===== config.mk =====
export PLATFORM = sky130hd
export DESIGN_NAME = uart_rx
export DESIGN_NICKNAME = d
export VERILOG_FILES = /design/src/rtl/uart_pkg.sv /design/src/rtl/uart_rx_fifo.sv /design/src/rtl/uart_rx.sv
export SDC_FILE = /design/constraint.sdc
export NUM_CORES = 1
export LEC_CHECK = 0
export ABC_AREA = 1
export CORE_MARGIN = 2
export CORE_UTILIZATION = 50
export CTS_BUF_LIST = sky130_fd_sc_hd__clkbuf_2
export CTS_CLUSTER_SIZE = 25
export DETAILED_ROUTE_END_ITERATION = 8
export GPL_TIMING_DRIVEN = 0
export PLACE_DENSITY_LB_ADDON = 0.12
export SYNTH_ARGS = -nofsm -noshare
export SYNTH_HDL_FRONTEND = slang
export SYNTH_SLANG_ARGS = --single-unit

===== constraint.sdc =====
create_clock -name clk -period 1.6 [get_ports clk]
set_input_delay 0.32 -clock clk [delete_from_list [all_inputs] [get_ports clk]]
set_output_delay 0.32 -clock clk [all_outputs]
set_load 0.1 [all_outputs]

===== src/rtl/uart_pkg.sv =====
// ---------------------------------------------------------------------------
// uart_pkg
// Shared definitions for the UART receiver:
//   - rx_state_t     : receiver FSM state encoding
//   - DEFAULT_CLKDIV : clk cycles per bit for 50 MHz / 115200 baud
//   - FIFO_DEPTH     : receive storage depth when UART_RX_FIFO_EN is defined
// ---------------------------------------------------------------------------
package uart_pkg;

    typedef enum logic [2:0] {
        IDLE   = 3'd0,
        START  = 3'd1,
        DATA   = 3'd2,
        STOP   = 3'd3,
        WAITHI = 3'd4
    } rx_state_t;

    localparam int unsigned DEFAULT_CLKDIV = 434;
    localparam int unsigned FIFO_DEPTH     = 4;

endpackage


===== src/rtl/uart_rx_fifo.sv =====
// ---------------------------------------------------------------------------
// uart_rx_fifo
// Byte storage for the UART receiver. DEPTH = 1 behaves as a single holding
// register, DEPTH = 4 as a small circular FIFO.
// Ports:
//   clk, reset       : clock, asynchronous active-high reset
//   push, push_data  : write request and byte
//   pop              : read request (ignored while empty)
//   head             : oldest stored byte, 8'h00 while empty
//   full, empty      : occupancy flags
// A push while full is accepted only if a pop happens in the same cycle; the
// pop frees the head slot first, so the new byte lands where it was.
// ---------------------------------------------------------------------------
module uart_rx_fifo #(
    parameter int DEPTH = 1
) (
    input  logic       clk,
    input  logic       reset,
    input  logic       push,
    input  logic [7:0] push_data,
    input  logic       pop,
    output logic [7:0] head,
    output logic       full,
    output logic       empty
);
    localparam int PTR_W = (DEPTH > 1) ? $clog2(DEPTH) : 1;
    localparam int CNT_W = $clog2(DEPTH + 1);
    localparam logic [PTR_W-1:0] LAST_PTR = PTR_W'(DEPTH - 1);
    localparam logic [CNT_W-1:0] DEPTH_C  = CNT_W'(DEPTH);

    logic [7:0]       mem_q [DEPTH];
    logic [PTR_W-1:0] rd_ptr_q, rd_ptr_d;
    logic [PTR_W-1:0] wr_ptr_q, wr_ptr_d;
    logic [CNT_W-1:0] count_q, count_d;
    logic             do_push;
    logic             do_pop;

    // Pointers wrap explicitly so non-power-of-two depths also work.
    function automatic logic [PTR_W-1:0] ptr_inc(input logic [PTR_W-1:0] p);
        return (p == LAST_PTR) ? '0 : p + 1'b1;
    endfunction

    assign empty = (count_q == '0);
    assign full  = (count_q == DEPTH_C);
    assign head  = empty ? 8'h00 : mem_q[rd_ptr_q];

    always_comb begin
        do_pop   = pop && !empty;
        do_push  = push && (!full || do_pop);
        rd_ptr_d = do_pop  ? ptr_inc(rd_ptr_q) : rd_ptr_q;
        wr_ptr_d = do_push ? ptr_inc(wr_ptr_q) : wr_ptr_q;
        count_d  = count_q;
        if (do_push && !do_pop) begin
            count_d = count_q + 1'b1;
        end else if (!do_push && do_pop) begin
            count_d = count_q - 1'b1;
        end
    end

    always_ff @(posedge clk or posedge reset) begin
        if (reset) begin
            rd_ptr_q <= '0;
            wr_ptr_q <= '0;
            count_q  <= '0;
            for (int i = 0; i < DEPTH; i++) begin
                mem_q[i] <= 8'h00;
            end
        end else begin
            rd_ptr_q <= rd_ptr_d;
            wr_ptr_q <= wr_ptr_d;
            count_q  <= count_d;
            for (int i = 0; i < DEPTH; i++) begin
                if (do_push && (wr_ptr_q == PTR_W'(i))) begin
                    mem_q[i] <= push_data;
                end
            end
        end
    end

endmodule


===== src/rtl/uart_rx.sv =====
// ---------------------------------------------------------------------------
// uart_rx
// 8N1 UART receiver with sticky framing/overrun flags.
// Configuration macro: UART_RX_FIFO_EN -- when defined, received bytes go to
// a 4-entry FIFO; otherwise to a single holding register.
// Parameter: CLKDIV -- clk cycles per bit (4..65535).
// Ports:
//   clk      : clock
//   reset    : asynchronous active-high reset
//   rx       : serial input, asynchronous, idle high
//   re       : read strobe, pops the head byte when valid=1
//   err_clr  : clears ferr and ovr (a same-cycle new error wins)
//   rdata    : head byte, 8'h00 when valid=0
//   valid    : at least one byte stored
//   ferr     : sticky framing error
//   ovr      : sticky overrun
// ---------------------------------------------------------------------------
module uart_rx
    import uart_pkg::*;
#(
    parameter int unsigned CLKDIV = DEFAULT_CLKDIV
) (
    input  logic       clk,
    input  logic       reset,
    input  logic       rx,
    input  logic       re,
    input  logic       err_clr,
    output logic [7:0] rdata,
    output logic       valid,
    output logic       ferr,
    output logic       ovr
);
`ifdef UART_RX_FIFO_EN
    localparam int STORE_DEPTH = int'(FIFO_DEPTH);
`else
    localparam int STORE_DEPTH = 1;
`endif

    // Half a bit to reach the middle of the start bit, then whole bits.
    localparam logic [15:0] HALF_RELOAD = 16'(CLKDIV / 2 - 1);
    localparam logic [15:0] FULL_RELOAD = 16'(CLKDIV - 1);

    logic       rx_meta_q, rx_meta_d;
    logic       rx_sync_q, rx_sync_d;
    rx_state_t  state_q, state_d;
    logic [15:0] cnt_q, cnt_d;
    logic [2:0] bit_idx_q, bit_idx_d;
    logic [7:0] shift_q, shift_d;
    logic       ferr_q, ferr_d;
    logic       ovr_q, ovr_d;

    logic       push;
    logic       frame_err;
    logic       st_full;
    logic       st_empty;
    logic       overrun;

    uart_rx_fifo #(
        .DEPTH (STORE_DEPTH)
    ) u_store (
        .clk       (clk),
        .reset     (reset),
        .push      (push),
        .push_data (shift_q),
        .pop       (re),
        .head      (rdata),
        .full      (st_full),
        .empty     (st_empty)
    );

    assign valid = !st_empty;
    assign ferr  = ferr_q;
    assign ovr   = ovr_q;

    // A push into full storage is lost unless the same cycle pops the head.
    assign overrun = push && st_full && !(re && valid);

    always_comb begin
        rx_meta_d = rx;
        rx_sync_d = rx_meta_q;
        state_d   = state_q;
        cnt_d     = cnt_q;
        bit_idx_d = bit_idx_q;
        shift_d   = shift_q;
        push      = 1'b0;
        frame_err = 1'b0;

        unique case (state_q)
            IDLE: begin
                if (!rx_sync_q) begin
                    state_d = START;
                    cnt_d   = HALF_RELOAD;
                end
            end
            START: begin
                if (cnt_q == '0) begin
                    if (!rx_sync_q) begin
                        state_d   = DATA;
                        cnt_d     = FULL_RELOAD;
                        bit_idx_d = 3'd0;
                    end else begin
                        state_d = IDLE;   // glitch, not a real start bit
                    end
                end else begin
                    cnt_d = cnt_q - 1'b1;
                end
            end
            DATA: begin
                if (cnt_q == '0) begin
                    shift_d = {rx_sync_q, shift_q[7:1]};   // LSB first
                    cnt_d   = FULL_RELOAD;
                    if (bit_idx_q == 3'd7) begin
                        state_d = STOP;
                    end else begin
                        bit_idx_d = bit_idx_q + 1'b1;
                    end
                end else begin
                    cnt_d = cnt_q - 1'b1;
                end
            end
            STOP: begin
                if (cnt_q == '0) begin
                    if (rx_sync_q) begin
                        push    = 1'b1;
                        state_d = IDLE;
                    end else begin
                        frame_err = 1'b1;
                        state_d   = WAITHI;
                    end
                end else begin
                    cnt_d = cnt_q - 1'b1;
                end
            end
            WAITHI: begin
                // A held-low line (break) must not start another frame.
                if (rx_sync_q) begin
                    state_d = IDLE;
                end
            end
            default: state_d = IDLE;
        endcase

        ferr_d = frame_err ? 1'b1 : (err_clr ? 1'b0 : ferr_q);
        ovr_d  = overrun   ? 1'b1 : (err_clr ? 1'b0 : ovr_q);
    end

    always_ff @(posedge clk or posedge reset) begin
        if (reset) begin
            rx_meta_q <= 1'b1;
            rx_sync_q <= 1'b1;
            state_q   <= IDLE;
            cnt_q     <= '0;
            bit_idx_q <= '0;
            shift_q   <= '0;
            ferr_q    <= 1'b0;
            ovr_q     <= 1'b0;
        end else begin
            rx_meta_q <= rx_meta_d;
            rx_sync_q <= rx_sync_d;
            state_q   <= state_d;
            cnt_q     <= cnt_d;
            bit_idx_q <= bit_idx_d;
            shift_q   <= shift_d;
            ferr_q    <= ferr_d;
            ovr_q     <= ovr_d;
        end
    end

endmodule


==> flow_summary.ini, run 1 <==
[run_status]
run_status = finished with violations
violations = negative setup slack

[worst_setup_path]
critical_path.max_stage_delay_ns = 0.55
critical_path.startpoint = u_store.full$_DFFE_PP0P_
crit-reg2reg-capture = cnt_q[8]$_DFFE_PP0P_
timing.critical_path.slowest_stage_cell = sky130_fd_sc_hd__dfrtp_4
crit-reg2reg-launch = rx_sync_q$_DFF_PP1_
setup.worst_path.start_class = flip-flop
worst_ep_arrival_time_ns = 1.48
ff2ff_setup_slack_ns = -0.06
crit_chain = clkbuf_16 > nand2_4 > clkinvlp_4 > buf_12
critical_path_required_ns = 1.28
r2r.worst_path.cells = 10
setup.worst_path.class = reg2out
cp_endpoint_kind = primary output
critical_path.max_fanout = 5

[hold_path]
worst_hold_path_type = in2async

[synthesis]
synth_edf_count = 0
ys_ff_latch = 43
synth_top_area_share_pct = 42.8
yosys_warnings = 0
share_of_synthesized_registers_carrying_an_async_set_or_reset_pct = 100
seq_area_frac_synth_pct = 44.9
synth_top_cells_by_area = sky130_fd_sc_hd__dfrtp_1, sky130_fd_sc_hd__nand2_1, sky130_fd_sc_hd__inv_1
synthDistinctLibCells = 34
synth_top_cell_by_area = sky130_fd_sc_hd__dfrtp_1
postSynthNetCount = 307
synthesis.area_per_instance_um2 = 8.05
netlist_area_um2 = 2400
synth_flop_cell = sky130_fd_sc_hd__dfrtp_1
synthCells = 298

[finish]
final_cell_area_um2 = 3420
drive_gt1_share_pct = 45.3
num-nets-final = 361
antenna-diode-count = 0
growth_of_design_area_from_synthesis_to_finish_pct = 42.4

[cts]
clock_sinks = 43
tritoncts = yes
cts_max_level = 2
cts.root.buffer_cell = sky130_fd_sc_hd__clkbuf_2
cts_max_path_buffers = 2
worstSkewPairLatency_ns = 0.42
worst_setup_hold_path_clk_slew_ns = 0.23
cts_hold_buffers = 0
tritoncts.num_buffers = 5

[sta]
tightestPinTransition_ns = 0.487
post-route-min-period_ns = 1.80
timing.max_slew.rel_slack_pct = 67.8
max_clock_skew_ns = 0.0187
setup_tns_ns = -2.19
part_of_the_cycle_the_worst_path_needs_pct = 112
timing.final.max_slew_violations = 0
setup_ws_ns = -0.197
hold_viol = 0
grt_setup_unrepaired = yes
setup_viol = 26
clock.fmax_ghz = 0.556
whs_ns = 0.159

[grt]
grt_max_degree = 28
grt_first_pass_wirelength_um = 8580
gr-usage-all-layers_pct = 20.5
first_global_vias = 1910
grt_remaining_overflow = 0
antenna_found_initial = 0

[die]
design.portCount = 16
floorplan.initialDensity_pct = 51.5
die_w_um = 73.3
die_h_um = 73.3
floorplan.core_area_um2 = 4660
floorplan.die_area_um2 = 5370
placement_rows = 25

[placement]
dp_worst_slack_ns = -0.533
place_hpwl_um = 3370
gpl.final_weighted_congestion = 0.820
buffer_ports.inserted = 15
dpl-instance-area_um2 = 2720

[drt]
vias_per_cell = 5.11
detail-route-antenna-nets = 0
detail_route.wirelength_um = 5480
wl_per_cell_um = 13.5
route.vias.total = 2081
drt_first_iter_violations = 110
drcViolationCount = 0
drtPass1Iterations = 4

[power_and_ir_drop]
totalPowerFinal_uw = 1630
fraction_of_power_consumed_by_the_clock_network_pct = 29.3
power_share_of_the_sequential_group_pct = 67.2
power_leakage_uw = 0.00174
worst_ir_drop_vdd_uv = 362
sw_share_pct = 24.6
p_per_area_nw_per_um2 = 477
power.switching_uw = 400
power.combinational.fraction_pct = 3.6
internal_power_uw = 1230

[flow_run]
timing.max_cap.violations = 0
[how the worst max path moves through the flow]
| stage | end | slack [ns] | cells after the start |
|---|---|---|---|
| 6_report | rdata[2] | -0.20 | 4 |
| 5_1_grt | rdata[5] | -0.26 | 4 |
| 4_1_cts | rdata[0] | -0.19 | 4 |
| 3_5_place_dp | rdata[7] | -0.53 | 4 |
| 3_3_place_gp | u_store.full$_DFFE_PP0P_ | -0.89 | 2 |
| 2_1_floorplan | rdata[0] | -0.03 | 3 |
[metal layers]
metal  track usage [%]  vias up  wire length (µm)
met5                 0        -                 0
met4              5.97        0                78
met3              3.43       11               147
met2              33.9       36              2820
met1              27.8      990              2440
li1                  -     1044                 -
[cells by family (layout without fill, tap and decap cells)]
family / Yosys count / in the layout / share of synthesized area (%)
simple gates: 160 / 160 / 31.4
xor+xnor: 3 / 3 / 1.10
fa+ha+maj: 4 / 4 / 2.09
buf+inv: 51 / 106 / 10.1
compound gates: 37 / 37 / 10.3
flops: 43 / 43 / 44.9
[power groups by stage]
stage,Clock [µW],Combinational [µW],Sequential (µW)
floorplan,0,25.6,1110
global placement,0,43.8,1110
detailed placement,0,50.1,1110
CTS,488,57.9,1090
global route,533,65.7,1100
finish,477,57.8,1090
[cells in the final DEF (no fill, tap or decap), drive strengths merged]
master          n
nand2          90
nor2           45
buf            45
dfrtp          41
inv            36
o21ai          27
nand3          17
clkbuf         10
clkinvlp        9
nand4           5
clkdlybuf4s50   4
ha              4
o22ai           3
nor3            2
xor2            2
dfstp           2
clkinv          2
a31oi           2
o21bai          1
a21oi           1
a22oi           1
xnor2           1
o31ai           1
or3             1
o32ai           1
[what timing repair did]
item	CTS	global route
gates resized for setup	102	77
setup buffers	20	9
setup endpoints to repair	49	42
gates cloned	2	1
pin swaps	10	23
[critical path, delay by kind of cell (launching register included)]
kind | cells | cell delay [ns]
buffers and inverters | 3 | 0.44
AND/OR/NAND/NOR | 1 | 0.07
flip-flops | 1 | 0.55
[sequential cells by signal (all words and copies together) (netlist names)]
signal	flops
bit_idx_q	3
cnt_q	16
ferr	1
ovr	1
rx_meta_q	1
rx_sync_q	1
shift_q	8
state_q	3
u_store.full	1
u_store.mem_q	8
[synthesized netlist by cell type (all sizes together) (3+ instances only)]
cell type  number
buf             5
dfrtp          41
ha              4
inv            44
nand2          90
nand3          17
nand4           5
nor2           45
o21ai          27
o22ai           3
[area by class of cell]
cell class	instances	area, µm²
clock inverter	2	12.5
timing repair buffer	48	572
fill	336	1240
inverter	45	209
buffer	5	86.3
multi-input combinational	204	1350
tap	54	67.6
sequential	43	1090
clock buffer	6	30.0
[per-stage QoR]
stage               utilization, %  instances
floorplan                        -        298
global placement              58.0        367
detailed placement            58.4        368
CTS                           66.0        398
global route                  73.3        407
finish                        73.3        407
(Power assumes the default switching activity.)
==> run 2, diff against run 1 <==
--- a/config.mk
+++ b/config.mk
@@ -13,6 +13,7 @@
 export DETAILED_ROUTE_END_ITERATION = 8
 export GPL_TIMING_DRIVEN = 0
 export PLACE_DENSITY_LB_ADDON = 0.12
+export SLEW_MARGIN = 10
 export SYNTH_ARGS = -nofsm -noshare
 export SYNTH_HDL_FRONTEND = slang
 export SYNTH_SLANG_ARGS = --single-unit
==> results of run 2 <==
No change in the layout: final DEF, timing and power equal those of run 1.
